File: src/rtl/lob_pkg.sv
// Shared opcodes, response codes, widths and scheduler state encodings
// for the limit-order-book command path.
package lob_pkg;

    localparam int ORDER_W   = 48;
    localparam int ID_W      = 16;
    localparam int SUCCESS_W = 16;
    localparam int CMD_W     = 2 + ID_W + ORDER_W;

    localparam logic [1:0] CMD_ADD  = 2'b00;
    localparam logic [1:0] CMD_EXEC = 2'b01;

    localparam logic [1:0] RSP_OK       = 2'b00;
    localparam logic [1:0] RSP_NOT_DONE = 2'b01;
    localparam logic [1:0] RSP_TIMEOUT  = 2'b10;
    localparam logic [1:0] RSP_BAD      = 2'b11;

    typedef enum logic [2:0] {
        ST_IDLE,
        ST_LOAD,
        ST_ISSUE,
        ST_RELEASE,
        ST_RESP
    } sched_state_t;

    function automatic logic cmd_is_valid(input logic [1:0] cmd_type);
        return (cmd_type == CMD_ADD) || (cmd_type == CMD_EXEC);
    endfunction

endpackage

File: src/rtl/order_cmd_fifo.sv
// Synchronous command FIFO with count-based full/empty flags and
// a combinational read of the head entry.
module order_cmd_fifo #(
    parameter int WIDTH = 66,
    parameter int DEPTH = 4
) (
    input  logic             clk,
    input  logic             rst,
    input  logic             push_i,
    input  logic [WIDTH-1:0] wdata_i,
    input  logic             pop_i,
    output logic [WIDTH-1:0] rdata_o,
    output logic             full_o,
    output logic             empty_o
);

    localparam int PTR_W = (DEPTH > 1) ? $clog2(DEPTH) : 1;
    localparam int CNT_W = PTR_W + 1;

    logic [WIDTH-1:0] mem_q [DEPTH];
    logic [PTR_W-1:0] wr_ptr_q;
    logic [PTR_W-1:0] rd_ptr_q;
    logic [CNT_W-1:0] count_q;
    logic [CNT_W-1:0] count_d;
    logic             do_push;
    logic             do_pop;

    assign full_o  = (count_q == CNT_W'(DEPTH));
    assign empty_o = (count_q == '0);
    assign do_pop  = pop_i && !empty_o;
    // A push into a full FIFO is fine when the head leaves in the same cycle.
    assign do_push = push_i && (!full_o || do_pop);
    assign rdata_o = mem_q[rd_ptr_q];

    always_comb begin
        count_d = count_q;
        case ({do_push, do_pop})
            2'b10:   count_d = count_q + CNT_W'(1);
            2'b01:   count_d = count_q - CNT_W'(1);
            default: count_d = count_q;
        endcase
    end

    always_ff @(posedge clk or negedge rst) begin
        if (!rst) begin
            wr_ptr_q <= '0;
            rd_ptr_q <= '0;
            count_q  <= '0;
        end else begin
            if (do_push) wr_ptr_q <= wr_ptr_q + PTR_W'(1);
            if (do_pop)  rd_ptr_q <= rd_ptr_q + PTR_W'(1);
            count_q <= count_d;
        end
    end

    always_ff @(posedge clk) begin
        if (do_push) mem_q[wr_ptr_q] <= wdata_i;
    end

endmodule

File: src/rtl/order_cmd_scheduler.sv
// Serialises parser commands onto the add and execute engines, which share
// the order RAMs, using a start/done handshake guarded by a timeout.
module order_cmd_scheduler
    import lob_pkg::*;
#(
    parameter int                FIFO_DEPTH = 4,
    parameter int                TMO_W      = 16,
    parameter logic [TMO_W-1:0]  TIMEOUT    = TMO_W'(20000)
) (
    input  logic                 clk,
    input  logic                 rst,
    input  logic                 cmd_valid,
    output logic                 cmd_ready,
    input  logic [1:0]           cmd_type,
    input  logic [ID_W-1:0]      cmd_id,
    input  logic [ORDER_W-1:0]   cmd_order,
    output logic                 add_start,
    output logic [ORDER_W-1:0]   add_order,
    input  logic                 add_done,
    input  logic [SUCCESS_W-1:0] add_success,
    output logic                 exec_start,
    output logic [ID_W-1:0]      exec_id,
    input  logic                 exec_done,
    input  logic [SUCCESS_W-1:0] exec_success,
    output logic                 ram_owner,
    output logic                 busy,
    output logic                 rsp_valid,
    output logic [ID_W-1:0]      rsp_id,
    output logic [1:0]           rsp_code
);

    localparam logic [TMO_W-1:0] TMO_LAST = TIMEOUT - TMO_W'(1);

    sched_state_t         state_q;
    logic [1:0]           cur_type_q;
    logic [ID_W-1:0]      cur_id_q;
    logic [ORDER_W-1:0]   cur_order_q;
    logic                 add_start_q;
    logic                 exec_start_q;
    logic                 ram_owner_q;
    logic                 rsp_valid_q;
    logic [1:0]           code_q;
    logic [TMO_W-1:0]     cnt_q;
    logic [TMO_W-1:0]     cnt_d;

    logic                 fifo_full;
    logic                 fifo_empty;
    logic                 fifo_pop;
    logic                 fifo_push;
    logic [CMD_W-1:0]     fifo_rdata;

    logic                 load_owner;
    logic                 other_done;
    logic                 sel_done;
    logic [SUCCESS_W-1:0] sel_success;
    logic                 tmo_hit;

    assign fifo_push = cmd_valid && cmd_ready;
    assign fifo_pop  = (state_q == ST_IDLE) && !fifo_empty;

    order_cmd_fifo #(
        .WIDTH (CMD_W),
        .DEPTH (FIFO_DEPTH)
    ) u_fifo (
        .clk     (clk),
        .rst     (rst),
        .push_i  (fifo_push),
        .wdata_i ({cmd_type, cmd_id, cmd_order}),
        .pop_i   (fifo_pop),
        .rdata_o (fifo_rdata),
        .full_o  (fifo_full),
        .empty_o (fifo_empty)
    );

    assign load_owner  = (cur_type_q == CMD_EXEC);
    assign other_done  = load_owner ? add_done : exec_done;
    assign sel_done    = ram_owner_q ? exec_done : add_done;
    assign sel_success = ram_owner_q ? exec_success : add_success;
    assign tmo_hit     = (cnt_q >= TMO_LAST);
    assign cnt_d       = (cnt_q == '1) ? cnt_q : cnt_q + TMO_W'(1);

    // LOAD waits for the other engine's done to clear so a start never
    // rises against a stale done from the previous owner.
    always_ff @(posedge clk or negedge rst) begin
        if (!rst) begin
            state_q      <= ST_IDLE;
            cur_type_q   <= '0;
            cur_id_q     <= '0;
            cur_order_q  <= '0;
            add_start_q  <= 1'b0;
            exec_start_q <= 1'b0;
            ram_owner_q  <= 1'b0;
            rsp_valid_q  <= 1'b0;
            code_q       <= RSP_OK;
            cnt_q        <= '0;
        end else begin
            case (state_q)
                ST_IDLE: begin
                    if (!fifo_empty) begin
                        {cur_type_q, cur_id_q, cur_order_q} <= fifo_rdata;
                        state_q <= ST_LOAD;
                    end
                end
                ST_LOAD: begin
                    if (!cmd_is_valid(cur_type_q)) begin
                        code_q      <= RSP_BAD;
                        rsp_valid_q <= 1'b1;
                        state_q     <= ST_RESP;
                    end else begin
                        ram_owner_q <= load_owner;
                        if (!other_done) begin
                            add_start_q  <= !load_owner;
                            exec_start_q <= load_owner;
                            cnt_q        <= '0;
                            state_q      <= ST_ISSUE;
                        end
                    end
                end
                ST_ISSUE: begin
                    if (sel_done) begin
                        code_q       <= (sel_success == '0) ? RSP_NOT_DONE : RSP_OK;
                        add_start_q  <= 1'b0;
                        exec_start_q <= 1'b0;
                        cnt_q        <= '0;
                        state_q      <= ST_RELEASE;
                    end else if (tmo_hit) begin
                        code_q       <= RSP_TIMEOUT;
                        add_start_q  <= 1'b0;
                        exec_start_q <= 1'b0;
                        cnt_q        <= '0;
                        state_q      <= ST_RELEASE;
                    end else begin
                        cnt_q <= cnt_d;
                    end
                end
                ST_RELEASE: begin
                    if (!sel_done || tmo_hit) begin
                        rsp_valid_q <= 1'b1;
                        state_q     <= ST_RESP;
                    end else begin
                        cnt_q <= cnt_d;
                    end
                end
                ST_RESP: begin
                    rsp_valid_q <= 1'b0;
                    state_q     <= ST_IDLE;
                end
                default: state_q <= ST_IDLE;
            endcase
        end
    end

    assign cmd_ready  = !fifo_full;
    assign add_start  = add_start_q;
    assign add_order  = cur_order_q;
    assign exec_start = exec_start_q;
    assign exec_id    = cur_id_q;
    assign ram_owner  = ram_owner_q;
    assign busy       = (state_q != ST_IDLE) || !fifo_empty;
    assign rsp_valid  = rsp_valid_q;
    assign rsp_id     = cur_id_q;
    assign rsp_code   = code_q;

endmodule

File: config.mk
export PLATFORM = sky130hd
export DESIGN_NAME = order_cmd_scheduler
export DESIGN_NICKNAME = d
export VERILOG_FILES = /design/src/rtl/lob_pkg.sv /design/src/rtl/order_cmd_fifo.sv /design/src/rtl/order_cmd_scheduler.sv
export SDC_FILE = /design/constraint.sdc
export NUM_CORES = 1
export LEC_CHECK = 0
export BUFFER_PORTS_ARGS = -buffer_cell sky130_fd_sc_hd__buf_4
export CAP_MARGIN = 20
export CORE_MARGIN = 2
export CORE_UTILIZATION = 39
export DETAILED_ROUTE_END_ITERATION = 10
export GPL_ROUTABILITY_DRIVEN = 0
export HOLD_SLACK_MARGIN = 0.03
export MAX_ROUTING_LAYER = met4
export PLACE_DENSITY_LB_ADDON = 0.12
export RECOVER_POWER = 50
export SKIP_CTS_REPAIR_TIMING = 1
export SYNTH_ARGS = -nofsm -noshare
export SYNTH_HDL_FRONTEND = slang
export SYNTH_HIERARCHICAL = 1
export SYNTH_SLANG_ARGS = --single-unit
File: constraint.sdc
create_clock -name clk -period 3.4 [get_ports clk]
set_clock_uncertainty 0.05 [all_clocks]
set_input_delay 0.51 -clock clk [delete_from_list [all_inputs] [get_ports clk]]
set_output_delay 0.51 -clock clk [all_outputs]
set_load 0.02 [all_outputs]
==> flow_metrics.py <==
metrics = {
    "run_status": {
        "status": "finished with violations",
        "violations": "negative hold slack, max-capacitance violations, max-slew violations",
    },
    "synth": {
        "ys_top_cells_by_area": "edfxtp_1 56%, dfrtp_1 17%, mux4_2 10%",
        "postSynthAreaPerCell_um2": 19.59,
        "ys_seq_elements": 362,
        "synth_edf_count": 264,
        "synth_seq_area_share_pct": 73.29,
        "synth_async_sr_flop_share_pct": 27.07,
        "yosysWarnings": 6,
        "ys.flop_type": "edfxtp_1",
        "synth_cell_types": 59,
        "yosys.area.top_type": "edfxtp_1",
        "syn_inst": 723,
        "syn-num-nets": 832,
        "syn-cell-area_um2": 14160,
        "synth_top_area_share_pct": 55.98,
    },
    "finish": {
        "drive_gt1_share_pct": 32.92,
        "final_cell_mix": "264 x edfxtp_1, 120 x clkbuf_1, 96 x dfrtp_1",
        "nets": 1038,
        "instances_no_fill": 1424,
        "fillers": 3078,
        "layout_commonest_cell": "edfxtp_1",
        "areaGrowthSynthToFinish_pct": 20.60,
    },
    "global_routing": {
        "grt_busiest_layer": "met2",
        "grt_pass1_wl_mm": 45.08,
        "grt_util_met1_pct": 20.64,
        "use_met3_pct": 3.713,
        "grt_util_all_layers_pct": 15.88,
        "met2_usage_pct": 25.55,
        "grt_pass1_vias": 7614,
        "grt_max_degree": 47,
        "antenna_found_initial": 3,
        "grt-ovfl-total": 0,
    },
    "power": {
        "pwr-share-comb_pct": 32.3,
        "p_per_area_nw_per_um2": 959.1,
        "power.leakage_nw": 5.988,
        "peakVddDrop_mv": 0.4243,
        "clkPwrFrac_pct": 26.7,
        "power_frac_seq_pct": 41.0,
        "p_int_mw": 11.26,
        "fin_total_pwr_mw": 16.38,
        "p_sw_share_pct": 31.28,
        "p_sw_mw": 5.124,
    },
    "timing": {
        "fmax_mhz": 389.6,
        "max_slew.worst_pin.slew_ns": 2.045,
        "relSlewSlack_pct": -36.37,
        "final.period_utilization_pct": 75.49,
        "finalHoldViolCount": 44,
        "period_needed_ns": 2.567,
        "hold_ws_ns": -0.03216,
        "rsz0062_at_grt": "false",
        "slew_violations": 36,
        "tns_ns": 0,
        "setup_violations": 0,
    },
    "clock_network": {
        "cts-root-buf": "clkbuf_16",
        "path_clk_slew_ns": 0.06,
        "clk_latency_ns": 0.52,
        "cts_buffer_depth": 3,
        "cts_tree": "done",
        "cts_max_level": 2,
        "clock_sinks": 362,
        "cts_made_buffers": 40,
    },
    "drt": {
        "initialDrtViolationCount": 354,
        "dr.pass1.iters": 4,
        "vias_per_cell": 5.044,
        "post-route-drc-count": 0,
        "via_count": 7182,
        "routed_wl_mm": 28.39,
        "wl_per_cell_um": 19.94,
        "drtAntennaViolNets": 0,
    },
    "worst_setup_path": {
        "r2r_end": "u_fifo/mem_q[2][8]",
        "critical_path_arrival_ns": 2.72,
        "end_kind": "flip-flop",
        "max_stage_delay_ns": 0.50,
        "crit_path_top_delay_cell": "nor2b_1",
        "r2r_setup_slack_ns": 0.83,
        "path_class": "flip-flop to flip-flop",
        "r2r_start": "u_fifo/count_q[2]",
        "worstPathCellList": "or3b_1, inv_1, nor2b_1, o21a_4, and2_4, buf_12",
        "crit_fanout": 33,
        "startpoint": "u_fifo/count_q[2]",
        "crit_path_end": "u_fifo/mem_q[2][8]",
        "critPathLaunchType": "flip-flop",
        "crit_required_ns": 3.55,
        "crit_family": "simple AND/OR/NAND/NOR gates",
        "path_depth": 6,
        "r2r_cells": 6,
        "worst-path-buf-inv": 2,
    },
    "flow_run": {
        "maxCapViolCount": 1,
    },
    "die": {
        "dieHeight_um": 194.6,
        "dieArea_um2": 37850,
        "core_um2": 35660,
        "die-width_um": 194.6,
        "initial_core_util_pct": 39.72,
        "rows": 69,
        "ios": 191,
    },
    "placed_design": {
        "post-dp-hpwl_mm": 18.04,
        "place_inst": 1348,
        "io_buffers": 190,
    },
    "min_path": {
        "worst_hold_path_type": "input port to async pin",
    },
}
==> layout make-up <==
type                    count  area, um^2  area share (%)
diodes                      3       7.507         0.04395
flip-flops and latches    362       10390           60.82
inverters                  13       48.80          0.2857
clock inverters            19       227.7           1.333
multi-input cells         304        3473           20.34
repair buffers            208        1232           7.216
well taps                 461       576.8           3.377
clock buffers              54        1126           6.593
==> metrics by stage <==
stage | util [%] | instance area (um^2) | setup slack, ns | hold slack (ns)
after floorplan | - | 14160 | 0.2614 | 0.1644
after global placement | 45.29 | 16150 | 0.8397 | 0.4372
after CTS | 49.09 | 17500 | 0.7662 | -0.008707
after detailed placement | 45.29 | 16150 | 0.7832 | 0.4415
after global routing | 47.90 | 17080 | 0.3240 | 0.02388
final | 47.90 | 17080 | 0.8332 | -0.03216
==> power by group through the flow <==
stage / Clock, mW / Sequential [mW] / Combinational (mW)
after global placement: 0 / 6.83 / 5.63
after floorplan: 0 / 7.02 / 3.51
after detailed placement: 0 / 6.86 / 5.65
after global routing: 4.68 / 6.88 / 5.73
after CTS: 4.51 / 6.78 / 5.67
final: 4.37 / 6.72 / 5.28
==> kinds of logic (layout without fill, tap and decap cells) <==
family | after synthesis | in the layout | share of synthesized area [%]
muxes | 136 | 136 | 16.05
other | 0 | 3 | 0
xor gates and xnor gates | 15 | 15 | 0.9277
and+or+nand+nor | 106 | 106 | 4.682
buffers and inverters | 57 | 294 | 2.262
AOI/OAI and AO/OA | 41 | 41 | 2.200
DFF | 362 | 362 | 73.29
adders and majority gates | 6 | 6 | 0.5831
==> per-layer routing <==
layer  vias to the layer above  routed length (um)  part of all wire (%)
li1                       3278                   -                     -
met1                      3668               12220                    43
met2                       197               13940                    49
met3                        39                1794                   6.3
met4                         0                 434                   1.5
met5                         -                   0                     0
==> how the worst min path moves through the flow <==
stage               depth (start not counted)           end        start  slack (ns)
floorplan                                   0  add_order[0]          rst        0.16
global route                                1  add_order[6]          rst        0.02
global placement                            1   rsp_code[0]  rsp_code[0]        0.44
finish                                      1  add_order[7]          rst       -0.03
CTS                                         1  add_order[6]          rst      -0.009
detailed placement                          1   rsp_code[0]  rsp_code[0]        0.44
==> cell usage after synthesis, drive strengths merged, types with 2 or more instances <==
library cell and count:
o21ba 2, xor2 2, nand3b 2, xnor2 13
nand2 13, ha 5, nor2b 5, buf 35
nand4 4, o211ai 3, or3 4, nor4 16
clkbuf 9, mux2i 4, o32ai 2, and3 5
nand3 9, nand2b 2, mux4 66, or2 2
nor2 28, a21oi 7, and2 4, inv 13
a31oi 3, o21a 2, mux2 66, a41oi 2
o21ai 11, nor3 7, edfxtp 264, or4 2
dfrtp 98
==> flip-flops by register name, summed over array words and instances, names as in the netlist, 2 cells and up <==
name,count
state_q,3
add_order,48
exec_id,16
cnt_q,16
u_fifo/wr_ptr_q,2
u_fifo/rd_ptr_q,2
u_fifo/count_q,3
rsp_code,2
u_fifo/mem_q,264
cur_type_q,2
No activity file was read; power rests on OpenSTA's default activity.
